**src/rtl/soft_mute_pkg.sv**
```systemverilog
// Shared types and the next-gain rule for the soft mute ramp.
// The rule is written against a fixed 32-bit gain so any RAMP_LOG2 up to 30 can use it.
package soft_mute_pkg;

    typedef enum logic [1:0] {
        MUTED     = 2'd0,
        RAMP_UP   = 2'd1,
        UNMUTED   = 2'd2,
        RAMP_DOWN = 2'd3
    } mute_state_t;

    localparam int GAIN_ARG_W = 32;

    typedef struct packed {
        mute_state_t             state;
        logic [GAIN_ARG_W-1:0]   gain;
    } gain_step_t;

    function automatic gain_step_t next_gain(
        input mute_state_t           state,
        input logic [GAIN_ARG_W-1:0] gain,
        input logic                  mute_req,
        input logic                  ramp_en,
        input logic [GAIN_ARG_W-1:0] full
    );
        gain_step_t step;
        step.state = state;
        step.gain  = gain;
        case (state)
            UNMUTED: begin
                if (mute_req) begin
                    if (ramp_en) begin
                        step.gain  = full - 1;
                        step.state = (step.gain == '0) ? MUTED : RAMP_DOWN;
                    end else begin
                        step.gain  = '0;
                        step.state = MUTED;
                    end
                end
            end
            MUTED: begin
                if (!mute_req) begin
                    if (ramp_en) begin
                        step.gain  = 1;
                        step.state = (step.gain == full) ? UNMUTED : RAMP_UP;
                    end else begin
                        step.gain  = full;
                        step.state = UNMUTED;
                    end
                end
            end
            RAMP_DOWN, RAMP_UP: begin
                // Reversal steps from the current gain, so the waveform never jumps.
                if (!ramp_en) begin
                    step.gain  = mute_req ? '0 : full;
                    step.state = mute_req ? MUTED : UNMUTED;
                end else if (mute_req) begin
                    step.gain  = gain - 1;
                    step.state = (step.gain == '0) ? MUTED : RAMP_DOWN;
                end else begin
                    step.gain  = gain + 1;
                    step.state = (step.gain == full) ? UNMUTED : RAMP_UP;
                end
            end
            default: begin
                step.gain  = '0;
                step.state = MUTED;
            end
        endcase
        return step;
    endfunction

endpackage

```
**src/rtl/sm_gain_mult.sv**
```systemverilog
// Single-channel signed sample times unsigned gain, floor-shifted back to sample width.
module sm_gain_mult #(
    parameter int DATA_W    = 32,
    parameter int RAMP_LOG2 = 8
) (
    input  logic [DATA_W-1:0]    sample,
    input  logic [RAMP_LOG2:0]   gain,
    output logic [DATA_W-1:0]    scaled
);

    localparam int PROD_W = DATA_W + RAMP_LOG2 + 1;

    logic signed [PROD_W-1:0] sample_ext;
    logic signed [PROD_W-1:0] gain_ext;
    logic signed [PROD_W-1:0] product;
    logic signed [PROD_W-1:0] shifted;

    // gain <= FULL keeps the product inside PROD_W, so truncation after the shift is lossless.
    always_comb begin
        sample_ext = {{(PROD_W-DATA_W){sample[DATA_W-1]}}, sample};
        gain_ext   = {{(PROD_W-RAMP_LOG2-1){1'b0}}, gain};
        product    = sample_ext * gain_ext;
        shifted    = product >>> RAMP_LOG2;
        scaled     = shifted[DATA_W-1:0];
    end

endmodule

```
**src/rtl/soft_mute_ramp.sv**
```systemverilog
// Click-free mute: one shared gain ramps linearly between 0 and FULL across NUM_CH channels.
module soft_mute_ramp
    import soft_mute_pkg::*;
#(
    parameter int DATA_W    = 32,
    parameter int NUM_CH    = 2,
    parameter int RAMP_LOG2 = 8
) (
    input  logic                     clk,
    input  logic                     reset,
    input  logic                     mute_req,
    input  logic                     ramp_en,
    input  logic                     in_valid,
    input  logic [NUM_CH*DATA_W-1:0] in_data,
    output logic                     out_valid,
    output logic [NUM_CH*DATA_W-1:0] out_data,
    output logic                     muted,
    output logic                     ramping
);

    localparam logic [GAIN_ARG_W-1:0] FULL = GAIN_ARG_W'(1) << RAMP_LOG2;

    mute_state_t                state;
    logic [RAMP_LOG2:0]         gain;
    gain_step_t                 step;
    logic [NUM_CH*DATA_W-1:0]   scaled;
    logic                       unused_step_bits;

    always_comb begin
        step = next_gain(state, GAIN_ARG_W'(gain), mute_req, ramp_en, FULL);
    end

    assign unused_step_bits = ^step.gain[GAIN_ARG_W-1:RAMP_LOG2+1];

    for (genvar c = 0; c < NUM_CH; c++) begin : g_ch
        sm_gain_mult #(
            .DATA_W    (DATA_W),
            .RAMP_LOG2 (RAMP_LOG2)
        ) u_mult (
            .sample (in_data[c*DATA_W +: DATA_W]),
            .gain   (gain),
            .scaled (scaled[c*DATA_W +: DATA_W])
        );
    end

    // The frame is scaled by the current gain; the gain step lands for the following frame.
    always_ff @(posedge clk) begin
        if (reset) begin
            state     <= MUTED;
            gain      <= '0;
            out_valid <= 1'b0;
            out_data  <= '0;
            muted     <= 1'b1;
            ramping   <= 1'b0;
        end else begin
            out_valid <= in_valid;
            if (in_valid) begin
                out_data <= scaled;
                state    <= step.state;
                gain     <= step.gain[RAMP_LOG2:0];
                muted    <= (step.state == MUTED);
                ramping  <= (step.state == RAMP_UP) || (step.state == RAMP_DOWN);
            end
        end
    end

endmodule

```
**config.mk**
```make
export PLATFORM = sky130hd
export DESIGN_NAME = soft_mute_ramp
export DESIGN_NICKNAME = d
export VERILOG_FILES = /design/src/rtl/soft_mute_pkg.sv /design/src/rtl/sm_gain_mult.sv /design/src/rtl/soft_mute_ramp.sv
export SDC_FILE = /design/constraint.sdc
export NUM_CORES = 2
export LEC_CHECK = 0
export CAP_MARGIN = 10
export CORE_ASPECT_RATIO = 0.7
export CORE_UTILIZATION = 50
export CTS_CLUSTER_SIZE = 8
export DETAILED_ROUTE_END_ITERATION = 16
export HOLD_SLACK_MARGIN = 0.03
export PLACE_DENSITY = 0.69
export SYNTH_ARGS = -nofsm -noshare
export SYNTH_HDL_FRONTEND = slang
export SYNTH_SLANG_ARGS = --single-unit
```
**constraint.sdc**
```tcl
create_clock -name clk -period 7.2 [get_ports clk]
set_input_delay 0.72 -clock clk [delete_from_list [all_inputs] [get_ports clk]]
set_output_delay 0.72 -clock clk [all_outputs]
set_load 0.05 [all_outputs]
```
==> impl_results.md <==
* Part of the Yosys area used for sequential elements at under 10%
* Antenna violations before repair at 2
* Startpoint type of the worst setup path: flip-flop
* Worst Path Arrival at around 7000 ps
* Slew Viols, Final at 0
* Avg Inst Size Synth at about 8.6 µm²
* CP startpoint: gain[2]
* Buf/Inv on CP at 4
* Layout cell share with drive strength beyond 1 at 3.624%
* Via density at 5.515
* Hold Path Class: flip-flop to flip-flop
* RR Startpoint: gain[2]
* Final Hold Fails at 0
* Post-DP HPWL at between 40 and 50 mm
* TNS Setup at 0 ps
* Final Total Pwr at approximately 4700 µW
* Hold Crit Start: out_data[17]
* CTS clock-pin slew for the worst setup and hold paths at roughly 70 ps
* WS Path Type: flip-flop to flip-flop
* First-pass GRT wire length at about 98 mm
* All-Layer GR Usage at 28.26%
* FF-to-FF setup slack at between 500 and 600 ps
* Dpl ws at approximately 200 ps
* Distinct cells, synth at 64
* Main synth FF type: dfxtp_1
* CP dominant cell by count: fa_1
* Post-route insts no fill at between 3,000 and 4,000
* Synth area leader: fa_1
* Post-CTS Setup Bufs at 0
* Commonest non-fill, non-tap cell in the layout: inv_1
* Critical R2R Capture: out_data[63]
* CTS Root Cell: clkbuf_16
* Finish-stage setup viols at 0
* First-pass DRT Iterations at 8
* TritonCTS clock tree: built
* I/O Pins at 136
* Worst-path cell chain: buf_4 > nand2_1 > fa_1 > inv_1 > fa_1 > fa_1 > fa_1 > fa_1 > ha_1 > and3_1 > o211a_1 > o21ai_0 > a211oi_1 > buf_4 > a211oi_1 > buf_4 > o41ai_1 > mux2i_1 > nor4_1
* Routed WL at 61.15 mm
* Syn. warnings at 0
* Vias in the first global route at 17,650
* Max H-tree Level at 3
* Global route total overflow at 0
* Cell Pwr Density at ~190 nW/µm²
* Post-layout minimum cycle time at about 6700 ps
* Share of the synthesized area in the top cell type at between 40% and 50%
* Async S/R FF share, synth at 0%
* Post-cts sizing count at 0
* Detailed-route via count at between 15,000 and 20,000
* CP max stage delay at approximately 950 ps
* CP top delay family: adder cells
* Post-Syn Instances at 2,523
* DRT iter0 DRCs at ~1,600
* Ranking of synthesized cells by area: fa_1 (42%), ha_1 (9.6%), inv_1 (8.5%), and2_1 (7.6%), dfxtp_1 (7.1%)
* Critical path endpoint category: flip-flop
* ANT nets after route at 0
* EDFF count, synth at 0
* Skew-Pair Late Insertion Delay at 370 ps
* Setup ws final at ~520 ps
* Post-CTS Hold Buffers at 0
* Leakage power at between 0.01 and 0.015 µW
* Reg2Reg Depth at 19
* Worst Setup EP: out_data[63]
* Num rows at 63
* Maximum vdd ir drop at between 0.0001 and 0.00015 V
* DR DRC count at 0
* Sink Count at 77
* Setup Skew at roughly 13 ps
* Synthesized cell area at approximately 22,000 µm²
* Worst-Margin Slew at 1144 ps
* Fin area at 24,140 µm²
* Final period util at between 90% and 100%
* WP depth at 19
* DR WL/cell at just under 20 µm
* Area after DPL at 23,800 µm²
* Area of the die at 44,420 µm²
* Fmax at approximately 150 MHz
* Worst EP required at 7470 ps
* # Max-Cap Violations at 0
* Initial Util at roughly half
* RSZ-0062 raised after global routing: no
* CP Max Fanout at 32
* Die X at approximately 250 µm
* DP Cell Count at around 3,200
* Number of I/O port buffers at 135
* Flops & latches, synth at just under 80
* Most frequent cells in the layout: inv_1 (491), fa_1 (452), nand2_1 (388)
* Status: completed
* Core Area at 42,640 µm²
* FILL cells at 3,815
* Post-synthesis net count at about 3,200
* Largest net degree at the start of global routing at between 50 and 60
* Relative slew slack at roughly a quarter
* Final nets at approximately 3,300
* Layout area overhead at 10.79%
* Clock buffer count from CTS at 9
* Die height at approximately 180 µm
* RD Place Congestion at 0.9690
* Max clock buf depth at 2
* Worst path slowest cell: dfxtp_2
## cell usage after synthesis, drive strengths merged (38+ instances only)
cell type,instances
and2,264
ha,167
xnor2,44
buf,38
a21oi,64
fa,452
inv,491
nor2,58
nand2,388
dfxtp,77
o21ai,68
clkbuf,96
## through the flow
| step | utilization [%] | hold slack (ps) |
|---|---|---|
| after floorplan | - | 614.7 |
| after global placement | 55.82 | 442.1 |
| after detailed placement | 55.82 | 447.0 |
| after CTS | 56.59 | 463.2 |
| after global routing | 56.60 | 483.1 |
| final | 56.60 | 458.7 |
## worst min path at each step
stage                         to  slack [ps]  cells past startpoint
floorplan               state[1]         610                      3
global placement    out_data[17]         440                      2
detailed placement   out_data[8]         450                      2
CTS                  out_data[8]         460                      2
global route        out_data[25]         480                      2
finish              out_data[17]         460                      2
## final cells by class
| cell class | count | area, µm² | share of cell area, % |
|---|---|---|---|
| timing repair buffer | 189 | 1772 | 7.341 |
| clock buffer | 9 | 225.2 | 0.9331 |
| multi-input combinational | 1821 | 17900 | 74.18 |
| clock inverter | 7 | 102.6 | 0.4251 |
| inverter | 491 | 1843 | 7.636 |
| sequential | 77 | 1553 | 6.433 |
| tap | 585 | 732.0 | 3.033 |
| antenna | 2 | 5.005 | 0.02074 |
## sequential cells by signal, indices dropped and copies added (netlist names)
| signal | count |
|---|---|
| out_data | 64 |
| out_valid | 1 |
| state | 2 |
| muted | 1 |
| gain | 9 |
## where the power goes
group / internal, µW / switching, µW
Clock: 310 / 234
Sequential: 542 / 139
Combinational: 1310 / 2120
## layer usage
metal,share of wire [%],up-vias,track usage (%)
li1,-,7872,-
met3,7.8,56,4.191
met5,0,-,0
met4,2.2,0,7.165
met1,48,8849,43.80
met2,42,765,41.09
## worst min-delay path, delay by kind of cell (launching register included)
kind,cells,cell delay (ps)
and+or+nand+nor,1,40
DFF,1,330
AOI/OAI and AO/OA,1,50
## cells by family (layout without fill, tap and decap cells)
group	after synthesis	in the layout	share of synthesized area, %
and+or+nand+nor	831	831	18.76
buffers and inverters	625	696	10.77
adders and majority gates	619	619	51.13
AOI/OAI and AO/OA	289	289	8.862
DFF	77	77	7.076
xor gates and xnor gates	64	64	2.573
muxes	18	18	0.8271
other	0	2	0
(Power assumes the default switching activity.)
